--- src/rtl/seg7_pkg.sv ---
// Shared definitions for the seven-segment scan driver.
//   state_t   : scan FSM states
//   SEG_OFF   : segment bus value with every segment dark (active-high form)
//   DIGIT_OFF : digit enable value with every digit dark (active-high form, widest case)
//   hex7()    : nibble to {g,f,e,d,c,b,a} segment pattern, bit0 = a, active-high
package seg7_pkg;

  typedef enum logic [1:0] {IDLE, DRIVE, BLANK} state_t;

  localparam logic [6:0] SEG_OFF   = 7'h00;
  localparam logic [7:0] DIGIT_OFF = 8'h00;

  function automatic logic [6:0] hex7(input logic [3:0] nib);
    logic [6:0] seg;
    seg = SEG_OFF;
    case (nib)
      4'h0: seg = 7'h3F;
      4'h1: seg = 7'h06;
      4'h2: seg = 7'h5B;
      4'h3: seg = 7'h4F;
      4'h4: seg = 7'h66;
      4'h5: seg = 7'h6D;
      4'h6: seg = 7'h7D;
      4'h7: seg = 7'h07;
      4'h8: seg = 7'h7F;
      4'h9: seg = 7'h6F;
      4'hA: seg = 7'h77;
      4'hB: seg = 7'h7C;
      4'hC: seg = 7'h39;
      4'hD: seg = 7'h5E;
      4'hE: seg = 7'h79;
      4'hF: seg = 7'h71;
      default: seg = SEG_OFF;
    endcase
    return seg;
  endfunction

endpackage

--- src/rtl/seg7_hex_decode.sv ---
// Combinational hex digit decoder.
//   nibble : 4-bit value to show
//   seg    : active-high segments {g,f,e,d,c,b,a}, bit0 = a
module seg7_hex_decode
  import seg7_pkg::*;
(
  input  logic [3:0] nibble,
  output logic [6:0] seg
);

  assign seg = hex7(nibble);

endmodule

--- src/rtl/seg7_scan_driver.sv ---
// Time-multiplexed driver for NUM_DIGITS hex digits on a shared segment bus.
// A write strobe from the register slave captures the value into a staging buffer; the staging
// buffer is copied to the display buffer only at a frame boundary, so a frame never tears.
// Each digit slot is SCAN_DIV cycles: a drive phase followed by BLANK_CYCLES with all digits off.
//   clk, reset : clock, asynchronous active-high reset
//   data_in    : display value, digit k shows data_in[4k+3:4k]
//   dp_in      : decimal-point request per digit
//   data_load  : 1-cycle capture strobe into staging
//   enable     : 1 = scan, 0 = dark
//   seg_out    : segments {g,f,e,d,c,b,a}, registered
//   dp_out     : decimal point of the active digit, registered
//   digit_sel  : one-hot digit enable, registered
//   frame_tick : 1-cycle pulse on every frame commit
module seg7_scan_driver
  import seg7_pkg::*;
#(
  parameter int unsigned NUM_DIGITS   = 8,
  parameter int unsigned SCAN_DIV     = 50000,
  parameter int unsigned BLANK_CYCLES = 500,
  parameter bit          ACTIVE_LOW   = 1'b1
) (
  input  logic                  clk,
  input  logic                  reset,
  input  logic [31:0]           data_in,
  input  logic [NUM_DIGITS-1:0] dp_in,
  input  logic                  data_load,
  input  logic                  enable,
  output logic [6:0]            seg_out,
  output logic                  dp_out,
  output logic [NUM_DIGITS-1:0] digit_sel,
  output logic                  frame_tick
);

  localparam int unsigned CntW = (SCAN_DIV > 1) ? $clog2(SCAN_DIV) : 1;
  localparam int unsigned IdxW = (NUM_DIGITS > 1) ? $clog2(NUM_DIGITS) : 1;

  localparam logic [CntW-1:0] DriveLast = CntW'(SCAN_DIV - BLANK_CYCLES - 1);
  localparam logic [CntW-1:0] BlankLast = CntW'(BLANK_CYCLES - 1);
  localparam logic [IdxW-1:0] IdxLast   = IdxW'(NUM_DIGITS - 1);

  localparam logic [NUM_DIGITS-1:0] DigOff  = DIGIT_OFF[NUM_DIGITS-1:0];
  localparam logic [6:0]            SegIdle = ACTIVE_LOW ? ~SEG_OFF : SEG_OFF;
  localparam logic [NUM_DIGITS-1:0] SelIdle = ACTIVE_LOW ? ~DigOff : DigOff;
  localparam logic                  DpIdle  = ACTIVE_LOW;

  state_t          state_q, state_d;
  logic [CntW-1:0] count_q, count_d;
  logic [IdxW-1:0] index_q, index_d;

  logic [31:0]           stage_data_q, stage_data_d;
  logic [NUM_DIGITS-1:0] stage_dp_q, stage_dp_d;
  logic [31:0]           disp_data_q, disp_data_d;
  logic [NUM_DIGITS-1:0] disp_dp_q, disp_dp_d;
  logic                  pending_q, pending_d;
  logic                  commit;

  logic [3:0]            nibble;
  logic [6:0]            seg_raw;
  logic [6:0]            seg_d;
  logic                  dp_d;
  logic [NUM_DIGITS-1:0] sel_d;

  // State register
  always_ff @(posedge clk or posedge reset) begin
    if (reset) begin
      state_q <= IDLE;
      count_q <= '0;
      index_q <= '0;
    end else begin
      state_q <= state_d;
      count_q <= count_d;
      index_q <= index_d;
    end
  end

  // Next-state logic; the count restarts on every state change
  always_comb begin
    state_d = state_q;
    count_d = count_q;
    index_d = index_q;
    if (!enable) begin
      state_d = IDLE;
      count_d = '0;
      index_d = '0;
    end else begin
      unique case (state_q)
        IDLE: begin
          state_d = DRIVE;
          count_d = '0;
          index_d = '0;
        end
        DRIVE: begin
          if (count_q == DriveLast) begin
            state_d = BLANK;
            count_d = '0;
          end else begin
            count_d = count_q + CntW'(1);
          end
        end
        BLANK: begin
          if (count_q == BlankLast) begin
            state_d = DRIVE;
            count_d = '0;
            index_d = (index_q == IdxLast) ? '0 : index_q + IdxW'(1);
          end else begin
            count_d = count_q + CntW'(1);
          end
        end
        default: begin
          state_d = IDLE;
          count_d = '0;
          index_d = '0;
        end
      endcase
    end
  end

  // Frame boundary: entering DRIVE for digit 0 (from IDLE or on wrap from BLANK)
  assign commit = (state_d == DRIVE) && (index_d == '0) && (state_q != DRIVE);

  // Double buffer. A load coinciding with a commit lands in staging after the old
  // staging value has been handed to the display, so it stays pending.
  always_comb begin
    stage_data_d = stage_data_q;
    stage_dp_d   = stage_dp_q;
    disp_data_d  = disp_data_q;
    disp_dp_d    = disp_dp_q;
    pending_d    = pending_q;
    if (commit && pending_q) begin
      disp_data_d = stage_data_q;
      disp_dp_d   = stage_dp_q;
      pending_d   = 1'b0;
    end
    if (data_load) begin
      stage_data_d = data_in;
      stage_dp_d   = dp_in;
      pending_d    = 1'b1;
    end
  end

  always_ff @(posedge clk or posedge reset) begin
    if (reset) begin
      stage_data_q <= '0;
      stage_dp_q   <= '0;
      disp_data_q  <= '0;
      disp_dp_q    <= '0;
      pending_q    <= 1'b0;
    end else begin
      stage_data_q <= stage_data_d;
      stage_dp_q   <= stage_dp_d;
      disp_data_q  <= disp_data_d;
      disp_dp_q    <= disp_dp_d;
      pending_q    <= pending_d;
    end
  end

  assign nibble = disp_data_d[{index_d, 2'b00} +: 4];

  seg7_hex_decode u_hex_decode (
    .nibble (nibble),
    .seg    (seg_raw)
  );

  // Outputs are computed from the next state so the registered outputs line up with the state
  // register: segments and digit enables always change on the same edge.
  always_comb begin
    seg_d = SEG_OFF;
    dp_d  = 1'b0;
    sel_d = DigOff;
    if (state_d == DRIVE) begin
      seg_d = seg_raw;
      dp_d  = disp_dp_d[index_d];
      for (int i = 0; i < NUM_DIGITS; i++) begin
        sel_d[i] = (index_d == IdxW'(i));
      end
    end
  end

  always_ff @(posedge clk or posedge reset) begin
    if (reset) begin
      seg_out    <= SegIdle;
      dp_out     <= DpIdle;
      digit_sel  <= SelIdle;
      frame_tick <= 1'b0;
    end else begin
      seg_out    <= ACTIVE_LOW ? ~seg_d : seg_d;
      dp_out     <= ACTIVE_LOW ? ~dp_d : dp_d;
      digit_sel  <= ACTIVE_LOW ? ~sel_d : sel_d;
      frame_tick <= commit;
    end
  end

endmodule
--- config.mk ---
export PLATFORM = sky130hd
export DESIGN_NAME = seg7_scan_driver
export DESIGN_NICKNAME = d
export VERILOG_FILES = /design/src/rtl/seg7_pkg.sv /design/src/rtl/seg7_hex_decode.sv /design/src/rtl/seg7_scan_driver.sv
export SDC_FILE = /design/constraint.sdc
export NUM_CORES = 1
export LEC_CHECK = 0
export ABC_AREA = 1
export CAP_MARGIN = 0
export CORE_MARGIN = 10
export CORE_UTILIZATION = 61
export DETAILED_ROUTE_END_ITERATION = 10
export HOLD_SLACK_MARGIN = 0.05
export PLACE_DENSITY = 0.85
export RECOVER_POWER = 50
export SKIP_CTS_REPAIR_TIMING = 1
export SLEW_MARGIN = 15
export SYNTH_ARGS = -nofsm -noshare
export SYNTH_HDL_FRONTEND = slang
export SYNTH_SLANG_ARGS = --single-unit
export TNS_END_PERCENT = 50
--- constraint.sdc ---
create_clock -name clk -period 6.6 [get_ports clk]
set_clock_uncertainty 0.1 [all_clocks]
set_input_delay 1.32 -clock clk [delete_from_list [all_inputs] [get_ports clk]]
set_output_delay 1.32 -clock clk [all_outputs]
set_load 0.005 [all_outputs]
# [After elaboration in Yosys (flattened, before gate mapping)]
# Memories as Yosys holds them, arrays and structs flattened.
# Cells that the tools add are included.
[word_totals] input_bits=44 mem_count=1 output_inout_bits=17 register_bits=119 word_cells=61 romBits=112
[op_classes] n_addsub=2 n_reduce_logical=6 shift=1 n_eq_ne=14 n_bitwise=3 magnitude_cmp=1 n_mux=21
[mem_list] name="(name not given)" depth=16 width=7 rd=1 rd_clocked_by_memory_dff=0 wr=0 line="seg7_pkg.sv:16" text="case (nib)"
[op_table] cell="$mux 16" n=3
[op_table] cell="$mux 32" n=1
[op_table] cell="$pmux 16 s2" n=1
[op_table] cell="$shiftx 32x6->4" n=1
[op_table] cell="$add 16x1->16 const B" n=1
[op_table] cell="$eq 16x16->1 const B" n=1
[op_table] cell="$eq 16x9->1 const B" n=1
[op_table] cell="$mux 8" n=2
[op_table] cell="$eq 3x3->1 const B" n=5
[op_table] cell="$mux 3" n=3
[op_table] cell="$not 8->8" n=1
[op_table] cell="$mux 7" n=1
[op_table] cell="$not 7->7" n=1
[op_table] cell="$eq 3x2->1 const B" n=2
[op_table] cell="$mux 2" n=3
[op_table] cell="$pmux 2 s3" n=1
[op_table] cell="$pmux 3 s2" n=1
[op_table] cell="$eq 2x1->1 const B" n=2
[op_table] cell="$lt 3x4->1 const B" n=1
[op_table] cell="$mux 1" n=4
[op_table] cell="$add 3x1->3 const B" n=1
[op_table] cell="$bmux 1 s3" n=1
[op_table] cell="$eq 3x1->1 const B" n=1
[op_table] cell="$logic_and 1x1->1" n=3
[op_table] cell="other kinds (6)" n=6

# [Depth between registers and ports, before layout]
# Gate-level depths: netlist of run 1.
[depth] word_depth=14 ltp_mapped=26 depth_no_buf=26

# [Hierarchy]
# Synthesis of run 1 repeated with hierarchy kept, for this count alone.
[hier_totals] hier_cells=708 hier_area_um2=5965.7
[by_module_without_submodules] module="seg7_scan_driver" cells_per_inst=656 seq_area_each_um2=2997.9 n_inst=1 area_each_um2=5695.5
[by_module_without_submodules] module="seg7_hex_decode" cells_per_inst=52 seq_area_each_um2=0.0 n_inst=1 area_each_um2=270.3

# [Least setup slack after synthesis of run 1]
# No wires, ideal clock.
[synth_path] kind="input port to flip-flop" startpoint="input enable" endpoint="register seg_out[0]" required_time_ns=6.416 path_buffers=1 path_stages=18 arrival_ns=3.244 setup_slack_ns=3.172 setup_ns=0.084 cell_sequence="nand2_1 inv_1 nand4_1 nand2_2 nor2_4 nand4_4 buf_2 o21ai_0 nor2_1 nor2_1 nand2_1 nand2_1 inv_2 ha_1 inv_1 nand3_1 nand3_1 nand3_1"
[synth_via] elab_chain_cells=10 word_cells_on_any_way=12 classes_between="1 x eq/ne; 1 x shift; 4 x mux; 1 x bitwise; 4 x reduce/logical; 1 x memory"
[synth_lines] item="start: declaration" line="seg7_scan_driver.sv:27" text="input logic enable,"
[synth_lines] item="$mux 3 *" line="seg7_scan_driver.sv:81" text="if (!enable) begin"
[synth_lines] item="named net index_d[2]" line="seg7_scan_driver.sv:48" text="logic [IdxW-1:0] index_q, index_d;"
[synth_lines] item="$logic_not 3->1" line="seg7_scan_driver.sv:119" text="assign commit = (state_d == DRIVE) && (index_d == '0) && (state_q != DRIVE);"
[synth_lines] item="$logic_and 1x1->1 (2 in a row)" line="seg7_scan_driver.sv:119"
[synth_lines] item="$logic_and 1x1->1" line="seg7_scan_driver.sv:129" text="if (commit && pending_q) begin"
[synth_lines] item="$mux 32" line="seg7_scan_driver.sv:129"
[synth_lines] item="$shiftx 32x6->4 *" line="seg7_scan_driver.sv:157" text="assign nibble = disp_data_d[{index_d, 2'b00} +: 4];"
[synth_lines] item="$mem_v2 16x7 *"
[synth_lines] item="$mux 7 *" line="seg7_scan_driver.sv:170" text="if (state_d == DRIVE) begin"
[synth_lines] item="$not 7->7 *" line="seg7_scan_driver.sv:186" text="seg_out <= ACTIVE_LOW ? ~seg_d : seg_d;"
[synth_lines] item="end signal: assignment" line="seg7_scan_driver.sv:181" text="seg_out <= SegIdle;"
[synth_lines] item="end signal: assignment" line="seg7_scan_driver.sv:186"
[synth_lines] item="end: declaration" line="seg7_scan_driver.sv:28" text="output logic [6:0] seg_out,"
# Mark *: on every way through the listed nets, which the timed path passes. The rest lies on a longest branch.
# A chain may end at the register's enable or synchronous reset.

# [Worst setup path after layout of run 1]
# Same ends and word-level chain as after synthesis.

==> flow_metrics.py, run 1 <==
metrics = {
    "timing": {
        "tightest_slew_ps": 2753,
        "period_needed_ps": 5455,
        "finalHoldViolCount": 0,
        "fmax_mhz": 183.3,
        "setup_ws_ps": 1145,
        "rsz0062_at_grt": "no",
        "hold_ws_ps": 386.7,
        "fin_setup_tns_ps": 0,
        "relSlewSlack": -0.8456,
        "period_share": 0.8265,
        "setup_viol": 0,
        "slew_viol_final": 136,
    },
    "clock_tree": {
        "clk_transition_reported_paths_ps": 60,
        "clockBufferDepth": 2,
        "cts_inserted_buffers": 17,
        "tritoncts": "yes",
        "clock_tree.root_cell": "clkbuf_8",
        "cts_sinks": 119,
        "worstSkewPairLatency_ps": 520,
        "htree_levels": 4,
    },
    "layout": {
        "diodes": 0,
        "layout_common_cells": "172 x nand2_1, 104 x inv_1, 103 x dfrtp_1",
        "mostFrequentLayoutCell": "nand2_1",
        "final_net_count": 800,
        "drive_gt1_frac": 0.1190,
        "area_growth_pct": 21.90,
    },
    "floorplanning": {
        "ioPinCount": 61,
        "die_w_um": 117.5,
        "initial_core_util": 0.6271,
        "die_area_um2": 13800,
        "die_h_um": 117.5,
        "num_rows": 35,
        "core_region_area_um2": 9240,
    },
    "global_routing": {
        "track_usage": 0.2145,
        "grt_max_degree": 69,
        "antenna_found_initial": 0,
        "grt_pass1_vias": 5049,
        "grt.overflow.total": 0,
        "grt_pass1_wl_um": 24620,
    },
    "synth": {
        "yosysUniqueCellTypes": 39,
        "synth-seq-area-share": 0.5174,
        "synth_edf_count": 0,
        "synth_area_um2": 5794,
        "avgSynthCellArea_um2": 8.521,
        "ys.flop_type": "dfrtp_1",
        "yosysTopAreaCell": "dfrtp_1",
        "async_flop_share": 1.000,
        "ys_seq_elements": 119,
        "yosys-top-cells-area": "dfrtp_1 44%, nand2_1 11%, dfstp_2 7.3%",
        "synth_top_area_frac": 0.4448,
        "yosysWarnings": 0,
        "postSynthNetCount": 737,
        "syn_inst": 680,
    },
    "setup_path": {
        "crit_fanout": 52,
        "crit_chain": "dlygate4sd3_1, nand2_1, inv_1, nand4_1, nand2_1, nor2_1, nand4_4, inv_2, nand2_1, nand3_1, nand2_1, nor2_1, nand2_1, nand2_1, inv_2, ha_1, inv_1, nand3_1, nand3_1, nand3_1",
        "start_kind": "primary input",
        "critPathMaxStageDelay_ps": 820,
        "crit_type": "primary input to flip-flop",
        "cp.arrival_ps": 5790,
        "endpoint_kind": "flip-flop",
        "required_ps": 6930,
        "cpMostUsedCell": "nand2_1",
        "crit_slowest_cell": "nand4_4",
    },
    "power_and_ir_drop": {
        "power_density_nw_per_um2": 310.4,
        "finalPower_mw": 2.192,
        "vdd_drop_max_uv": 184.0,
        "p_leak_nw": 3.418,
    },
    "place": {
        "place_congestion": 1.008,
        "portBuffers": 60,
        "hpwl_um": 9421,
        "pre_cts_slack_ps": 1393,
    },
    "detailed_routing": {
        "wire_per_inst_um": 16.73,
        "route.detailed.drc": 0,
        "vias": 4953,
        "drtIter0Drc": 486,
        "postRouteAntennaNets": 0,
        "first_pass_iters": 8,
        "routed_wl_um": 14810,
        "avgViaCountPerCell": 5.597,
    },
    "min_path": {
        "hold_class": "flip-flop to flip-flop",
    },
    "status": {
        "status": "finished with violations",
        "violations": "capacitance limit, slew limit",
    },
    "job": {
        "maxCapViolCount": 2,
    },
}
path summary, 6_finish.rpt:
kind                                 startpoint                            to  slack (ps)  cells after the start
min in group asynchronous                 reset  stage_data_q[26]$_DFFE_PP0P_        1940                      2
min                        count_q[0]$_DFF_PP0_          count_q[0]$_DFF_PP0_         390                      1
max in group asynchronous                 reset          index_q[2]$_DFF_PP0_        2850                      3
max                                      enable          seg_out[0]$_DFF_PP1_        1140                     20
max reg2reg                count_q[0]$_DFF_PP0_          seg_out[0]$_DFF_PP1_        1190                     25
min reg2reg                count_q[0]$_DFF_PP0_          count_q[0]$_DFF_PP0_         390                      1
power breakdown:
group	total, mW	internal [mW]	switching (mW)
clock	0.930	0.598	0.331
sequential	0.877	0.838	0.0398
combinational	0.385	0.149	0.236
metrics by stage:
step / instance area, µm² / util / cells
after global routing: 7063 / 0.7644 / 885
final: 7063 / 0.7644 / 885
after detailed placement: 6466 / 0.6998 / 853
after floorplan: 5794 / - / 680
after CTS: 7078 / 0.7660 / 885
after global placement: 6466 / 0.6998 / 853
metal layers:
metal	vias up	wire length, µm	global-route usage
li1	2276	-	-
met1	2304	5731	0.2515
met2	294	7309	0.3612
met3	79	1196	0.05516
met4	0	567	0.09660
met5	-	0	0
cell families (layout without fill, tap and decap cells):
logic type | count (synthesis) | in the layout | share of synthesized area
AO/OA/AOI/OAI | 81 | 81 | 0.08745
adder cells (fa/ha/maj) | 13 | 13 | 0.02807
multiplexers | 13 | 13 | 0.02526
AND/OR/NAND/NOR | 321 | 321 | 0.2438
buffers and inverters | 127 | 203 | 0.08896
flip-flops | 119 | 119 | 0.5174
XOR/XNOR | 6 | 6 | 0.009071
Yosys cell counts (2+ instances only):
cell type  number
nand2_1       171
dfrtp_1       103
inv_1         103
nand3_1        61
nor2_1         50
o21ai_0        39
dfstp_2        16
ha_1           13
mux2_2         13
o21a_1         13
clkbuf_1        9
o21ai_1         9
nand2_2         8
nand4_1         8
nor2_2          6
o211ai_2        6
inv_2           5
nor3_1          5
a21oi_1         4
and2_1          4
buf_2           4
buf_6           4
o22ai_1         4
xnor2_1         3
xor2_1          3
nor3b_1         2
o21ai_2         2
cell type report:
cell class | instances | area, µm²
multi-input cells | 434 | 2271
repair buffers | 63 | 614.3
inverters | 108 | 406.6
flip-flops and latches | 119 | 2998
fillers | 582 | 2177
clock buffers | 24 | 534.3
clock inverters | 8 | 77.57
well taps | 129 | 161.4
sequential cells by signal, summed over array words and instances (netlist names):
name	flops
dp_out	1
frame_tick	1
seg_out	7
disp_data_q	32
disp_dp_q	8
digit_sel	8
count_q	16
index_q	3
stage_dp_q	8
state_q	2
stage_data_q	32
pending_q	1
worst max-delay path: cells and delay by family:
| kind | cells | cell delay [ps] |
|---|---|---|
| adders and majority gates | 1 | 240 |
| and+or+nand+nor | 14 | 2770 |
| buffers and inverters | 5 | 1420 |
Power figures use the tool's default switching activity.
==> run 2, diff against run 1 <==
Settings changed: CORE_UTILIZATION 61 to 57, PLACE_DENSITY 0.85 to 0.8.
Clock period 6.6 ns to 5.34 ns, I/O delays scaled along.
==> run 2 against run 1 <==
The run still ends with capacitance limit, slew limit left. Final area shrank 0.27%. Utilization fell by 4.7 points. First-iteration DRC count down 13%. Non-clock buffer count rose by 4. Die area increased by 5.8%. Clock power increased by 18%.
==> flow_metrics.py, run 2 (synthesis results as in run 1) <==
metrics = {
    "power_and_ir_drop": {
        "power_density_nw_per_um2": 372.8,
        "vdd_drop_max_uv": 239.9,
        "p_leak_nw": 3.403,
    },
    "job": {
        "maxCapViolCount": 2,
    },
    "timing": {
        "relSlewSlack": -1.081,
        "fin_setup_tns_ps": 0,
        "hold_ws_ps": 362.3,
        "tightest_slew_ps": 3104,
        "fmax_mhz": 225.0,
        "rsz0062_at_grt": "no",
        "finalHoldViolCount": 0,
        "slew_viol_final": 143,
        "setup_viol": 0,
        "period_share": 0.8324,
        "period_needed_ps": 4445,
    },
    "setup_path": {
        "r2r_end": "seg_out[5]$_DFF_PP1_",
        "endpoint_kind": "flip-flop",
        "path_delay_family": "simple AND/OR/NAND/NOR gates",
        "path_buf_inv": 3,
        "endpoint": "seg_out[5]$_DFF_PP1_",
        "rr_worst_depth": 25,
        "required_ps": 5700,
        "rrSetupSlack_ps": 900,
        "critPathMaxStageDelay_ps": 470,
        "crit_cells": 25,
        "cp.arrival_ps": 4800,
        "crit_type": "flip-flop to flip-flop",
        "r2r_start": "count_q[0]$_DFF_PP0_",
        "critPathLaunch": "count_q[0]$_DFF_PP0_",
        "crit_fanout": 34,
        "crit_slowest_cell": "nand4_4",
        "cpMostUsedCell": "nand2_1",
        "start_kind": "flip-flop",
    },
    "global_routing": {
        "grt.overflow.total": 0,
        "track_usage": 0.1975,
        "grt_max_degree": 74,
        "grt_pass1_vias": 4878,
        "antenna_found_initial": 0,
        "grt_pass1_wl_um": 23170,
    },
    "place": {
        "place_congestion": 0.9235,
        "portBuffers": 60,
        "dpl.cell_count": 861,
        "hpwl_um": 9503,
        "postPlaceCellArea_um2": 6501,
    },
    "layout": {
        "diodes": 0,
        "final_net_count": 804,
        "mostFrequentLayoutCell": "nand2_1",
        "area_growth_pct": 21.57,
        "final_cells": 893,
        "stdcell_area_um2": 7044,
        "reg_top3": "disp_data_q (32), stage_data_q (32), count_q (16)",
        "drive_gt1_frac": 0.1237,
        "layout_common_cells": "174 x nand2_1, 103 x dfrtp_1, 102 x inv_1",
    },
    "clock_tree": {
        "tritoncts": "yes",
        "clock_tree.root_cell": "clkbuf_8",
        "worstSkewPairLatency_ps": 540,
        "cts_inserted_buffers": 17,
        "cts_sinks": 119,
        "clk_transition_reported_paths_ps": 60,
        "htree_levels": 4,
        "clockBufferDepth": 2,
    },
    "detailed_routing": {
        "drtIter0Drc": 423,
        "vias": 4711,
        "wire_per_inst_um": 15.07,
        "avgViaCountPerCell": 5.275,
        "routed_wl_um": 13460,
        "postRouteAntennaNets": 0,
        "first_pass_iters": 5,
        "route.detailed.drc": 0,
    },
    "floorplanning": {
        "num_rows": 36,
        "die_w_um": 120.8,
        "core_region_area_um2": 9819,
        "ioPinCount": 61,
        "die_h_um": 120.8,
        "initial_core_util": 0.5901,
        "die_area_um2": 14600,
    },
    "status": {
        "status": "finished with violations",
        "violations": "capacitance limit, slew limit",
    },
    "min_path": {
        "hold_start": "count_q[0]$_DFF_PP0_",
        "hold_class": "flip-flop to flip-flop",
    },
}
## run 2: cell types whose count changed in the layout (fill, tap and decap cells not counted), moves of 2 or more
cell	delta
clkbuf_16	-3
clkbuf_8	-3
nand2_2	-2
clkinv_4	+2
buf_4	+4
inv_2	+2
inv_4	-2
clkinvlp_4	+2
inv_6	+2
nand2_1	+2
inv_1	-2
## run 2: metrics by stage
step,utilization,power (mW),setup WS (ps)
2_1_floorplan,-,1.393,1041
3_3_place_gp,0.6621,1.515,1058
3_5_place_dp,0.6621,1.539,837.5
4_1_cts,0.7199,2.640,1288
5_1_grt,0.7174,2.759,427.1
6_report,0.7174,2.626,895.2
## run 2: per-layer routing
layer  vias up  global-route usage  wire [µm]
li1       2283                   -          -
met1      2216              0.2335       5893
met2       175              0.3248       6501
met3        37             0.05770        744
met4         0             0.09125        321
met5         -                   0          0
## run 2: worst min path at each step
stage	end	slack, ps	cells after the start
final	count_q[0]$_DFF_PP0_	360	1
after global routing	count_q[0]$_DFF_PP0_	380	1
after CTS	count_q[0]$_DFF_PP0_	360	1
after detailed placement	count_q[0]$_DFF_PP0_	350	1
after global placement	count_q[0]$_DFF_PP0_	350	1
after floorplan	count_q[0]$_DFF_PP0_	330	1
## run 2: cell type report
class / instances / area, µm²
sequential: 119 / 2998
fill: 748 / 2775
multi-input combinational: 434 / 2261
timing repair buffer: 67 / 644.4
clock buffer: 18 / 417.9
inverter: 108 / 406.6
tap: 133 / 166.4
clock inverter: 14 / 150.1
## run 2: report_power, final
part | internal [mW] | total, mW | switching (mW)
clock network | 0.666 | 1.10 | 0.431
registers | 1.04 | 1.08 | 0.0445
logic | 0.184 | 0.450 | 0.266
==> run 3, diff against run 2 <==
Clock period 5.34 ns to 4.3 ns, I/O delays scaled along.
==> run 3 against run 2 <==
The flow still finishes with violations (capacitance limit, slew limit). Critical path depth did not move. Critical endpoint is now seg_out[0]$_DFF_PP1_. Non-clock buffer count is 5 higher. First-iteration DRC count grew 47%. Critical path type unchanged. Fmax is 12% higher. Die area stayed put. Sequential power up 24%. Global-route usage is 0.20 points lower. Sequential cell count is the same. Largest power group unchanged.
==> flow_metrics.py, run 3 (synthesis results as in run 1) <==
metrics = {
    "detailed_routing": {
        "routed_wl_um": 13570,
        "postRouteAntennaNets": 0,
        "drtIter0Drc": 620,
        "avgViaCountPerCell": 5.304,
        "wire_per_inst_um": 15.11,
        "vias": 4763,
        "first_pass_iters": 7,
        "route.detailed.drc": 0,
    },
    "floorplanning": {
        "ioPinCount": 61,
        "die_h_um": 120.8,
        "die_w_um": 120.8,
        "core_region_area_um2": 9819,
        "num_rows": 36,
        "initial_core_util": 0.5901,
        "die_area_um2": 14600,
    },
    "clock_tree": {
        "tritoncts": "yes",
        "htree_levels": 4,
        "worstSkewPairLatency_ps": 520,
        "clockBufferDepth": 2,
        "clock_tree.root_cell": "clkbuf_8",
        "clk_transition_reported_paths_ps": 60,
        "cts_sinks": 119,
        "cts_inserted_buffers": 17,
    },
    "layout": {
        "area_growth_pct": 23.90,
        "nFillCells": 737,
        "final_net_count": 809,
        "final_util": 0.7311,
        "layout_common_cells": "171 x nand2_1, 103 x dfrtp_1, 102 x inv_1",
        "diodes": 0,
        "mostFrequentLayoutCell": "nand2_1",
        "drive_gt1_frac": 0.1359,
        "reg_top3": "disp_data_q (32), stage_data_q (32), count_q (16)",
    },
    "setup_path": {
        "crit_slowest_cell": "dfrtp_1",
        "cp.arrival_ps": 4290,
        "endpoint_kind": "flip-flop",
        "required_ps": 4640,
        "crit_fanout": 22,
        "crit_type": "flip-flop to flip-flop",
        "critPathMaxStageDelay_ps": 400,
        "start_kind": "flip-flop",
    },
    "min_path": {
        "hold_class": "flip-flop to flip-flop",
    },
    "timing": {
        "setup_viol": 0,
        "period_share": 0.9201,
        "slew_viol_final": 175,
        "relSlewSlack": -0.9119,
        "fmax_mhz": 252.8,
        "period_needed_ps": 3956,
        "fin_setup_tns_ps": 0,
        "tightest_slew_ps": 2868,
        "rsz0062_at_grt": "no",
        "finalHoldViolCount": 0,
    },
    "power_and_ir_drop": {
        "p_leak_nw": 3.459,
        "power_density_nw_per_um2": 479.5,
        "vdd_drop_max_uv": 380.6,
    },
    "global_routing": {
        "grt.overflow.total": 0,
        "grt_pass1_wl_um": 22990,
        "track_usage": 0.1955,
        "antenna_found_initial": 0,
        "grt_max_degree": 120,
        "grt_pass1_vias": 4842,
    },
    "status": {
        "status": "finished with violations",
        "violations": "capacitance limit, slew limit",
    },
    "place": {
        "place_congestion": 0.9111,
        "hpwl_um": 9247,
        "portBuffers": 60,
    },
    "job": {
        "maxCapViolCount": 2,
    },
}
==> run 3: cell types whose count changed in the layout (fill, tap and decap cells not counted), sizes merged <==
cell / previous run / this run
clkbuf: 19 / 23
bufinv: 2 / 5
clkinv: 6 / 3
inv: 110 / 107
buf: 7 / 11
==> run 3: critical path: cells and delay by family (launching register included) <==
| kind | cells | cell delay, ps |
|---|---|---|
| adder cells (fa/ha/maj) | 2 | 520 |
| buffers and inverters | 4 | 570 |
| flip-flops | 1 | 400 |
| AND/OR/NAND/NOR | 19 | 2260 |
==> run 3: worst paths after layout <==
kind | slack, ps | cells after the start | from | to
max | 340 | 25 | count_q[0]$_DFF_PP0_ | seg_out[0]$_DFF_PP1_
min | 380 | 2 | disp_data_q[27]$_DFF_PP0_ | disp_data_q[27]$_DFF_PP0_
max reg2reg | 340 | 25 | count_q[0]$_DFF_PP0_ | seg_out[0]$_DFF_PP1_
min reg2reg | 380 | 2 | disp_data_q[27]$_DFF_PP0_ | disp_data_q[27]$_DFF_PP0_
max in group asynchronous | 680 | 3 | reset | stage_data_q[10]$_DFFE_PP0P_
min in group asynchronous | 1790 | 3 | reset | stage_data_q[26]$_DFFE_PP0P_
==> run 3: where the power goes <==
| group | total, mW | internal, mW | switching, mW |
|---|---|---|---|
| logic | 0.567 | 0.232 | 0.336 |
| registers | 1.34 | 1.29 | 0.0573 |
| clock network | 1.53 | 1.03 | 0.500 |
==> run 3: stage by stage <==
| step | instance area (µm²) | setup WS (ps) | total power, mW | hold slack (ps) | std cells |
|---|---|---|---|---|---|
| 6_report | 7179 | 343.5 | 3.442 | 381.6 | 898 |
| 5_1_grt | 7179 | 8.172 | 3.601 | 401.1 | 898 |
| 4_1_cts | 7196 | 351.3 | 3.458 | 379.9 | 898 |
| 3_5_place_dp | 6551 | 210.1 | 1.916 | 353.1 | 866 |
| 3_3_place_gp | 6551 | 391.8 | 1.887 | 350.8 | 866 |
| 2_1_floorplan | 5794 | 209.0 | 1.730 | 332.9 | 680 |
==> run 3: area by class of cell <==
type | count | area (µm²) | area share
clock inverters | 11 | 195.2 | 0.02719
repair buffers | 72 | 681.9 | 0.09498
flip-flops and latches | 119 | 2998 | 0.4176
clock buffers | 21 | 449.2 | 0.06257
multi-input cells | 434 | 2281 | 0.3177
well taps | 133 | 166.4 | 0.02318
inverters | 108 | 407.9 | 0.05681
==> run 3: metal layers <==
| layer | vias up | part of all wire | track usage |
|---|---|---|---|
| li1 | 2286 | - | - |
| met1 | 2307 | 0.43 | 0.2340 |
| met2 | 145 | 0.49 | 0.3269 |
| met3 | 25 | 0.061 | 0.05677 |
| met4 | 0 | 0.021 | 0.07164 |
| met5 | - | 0 | 0 |
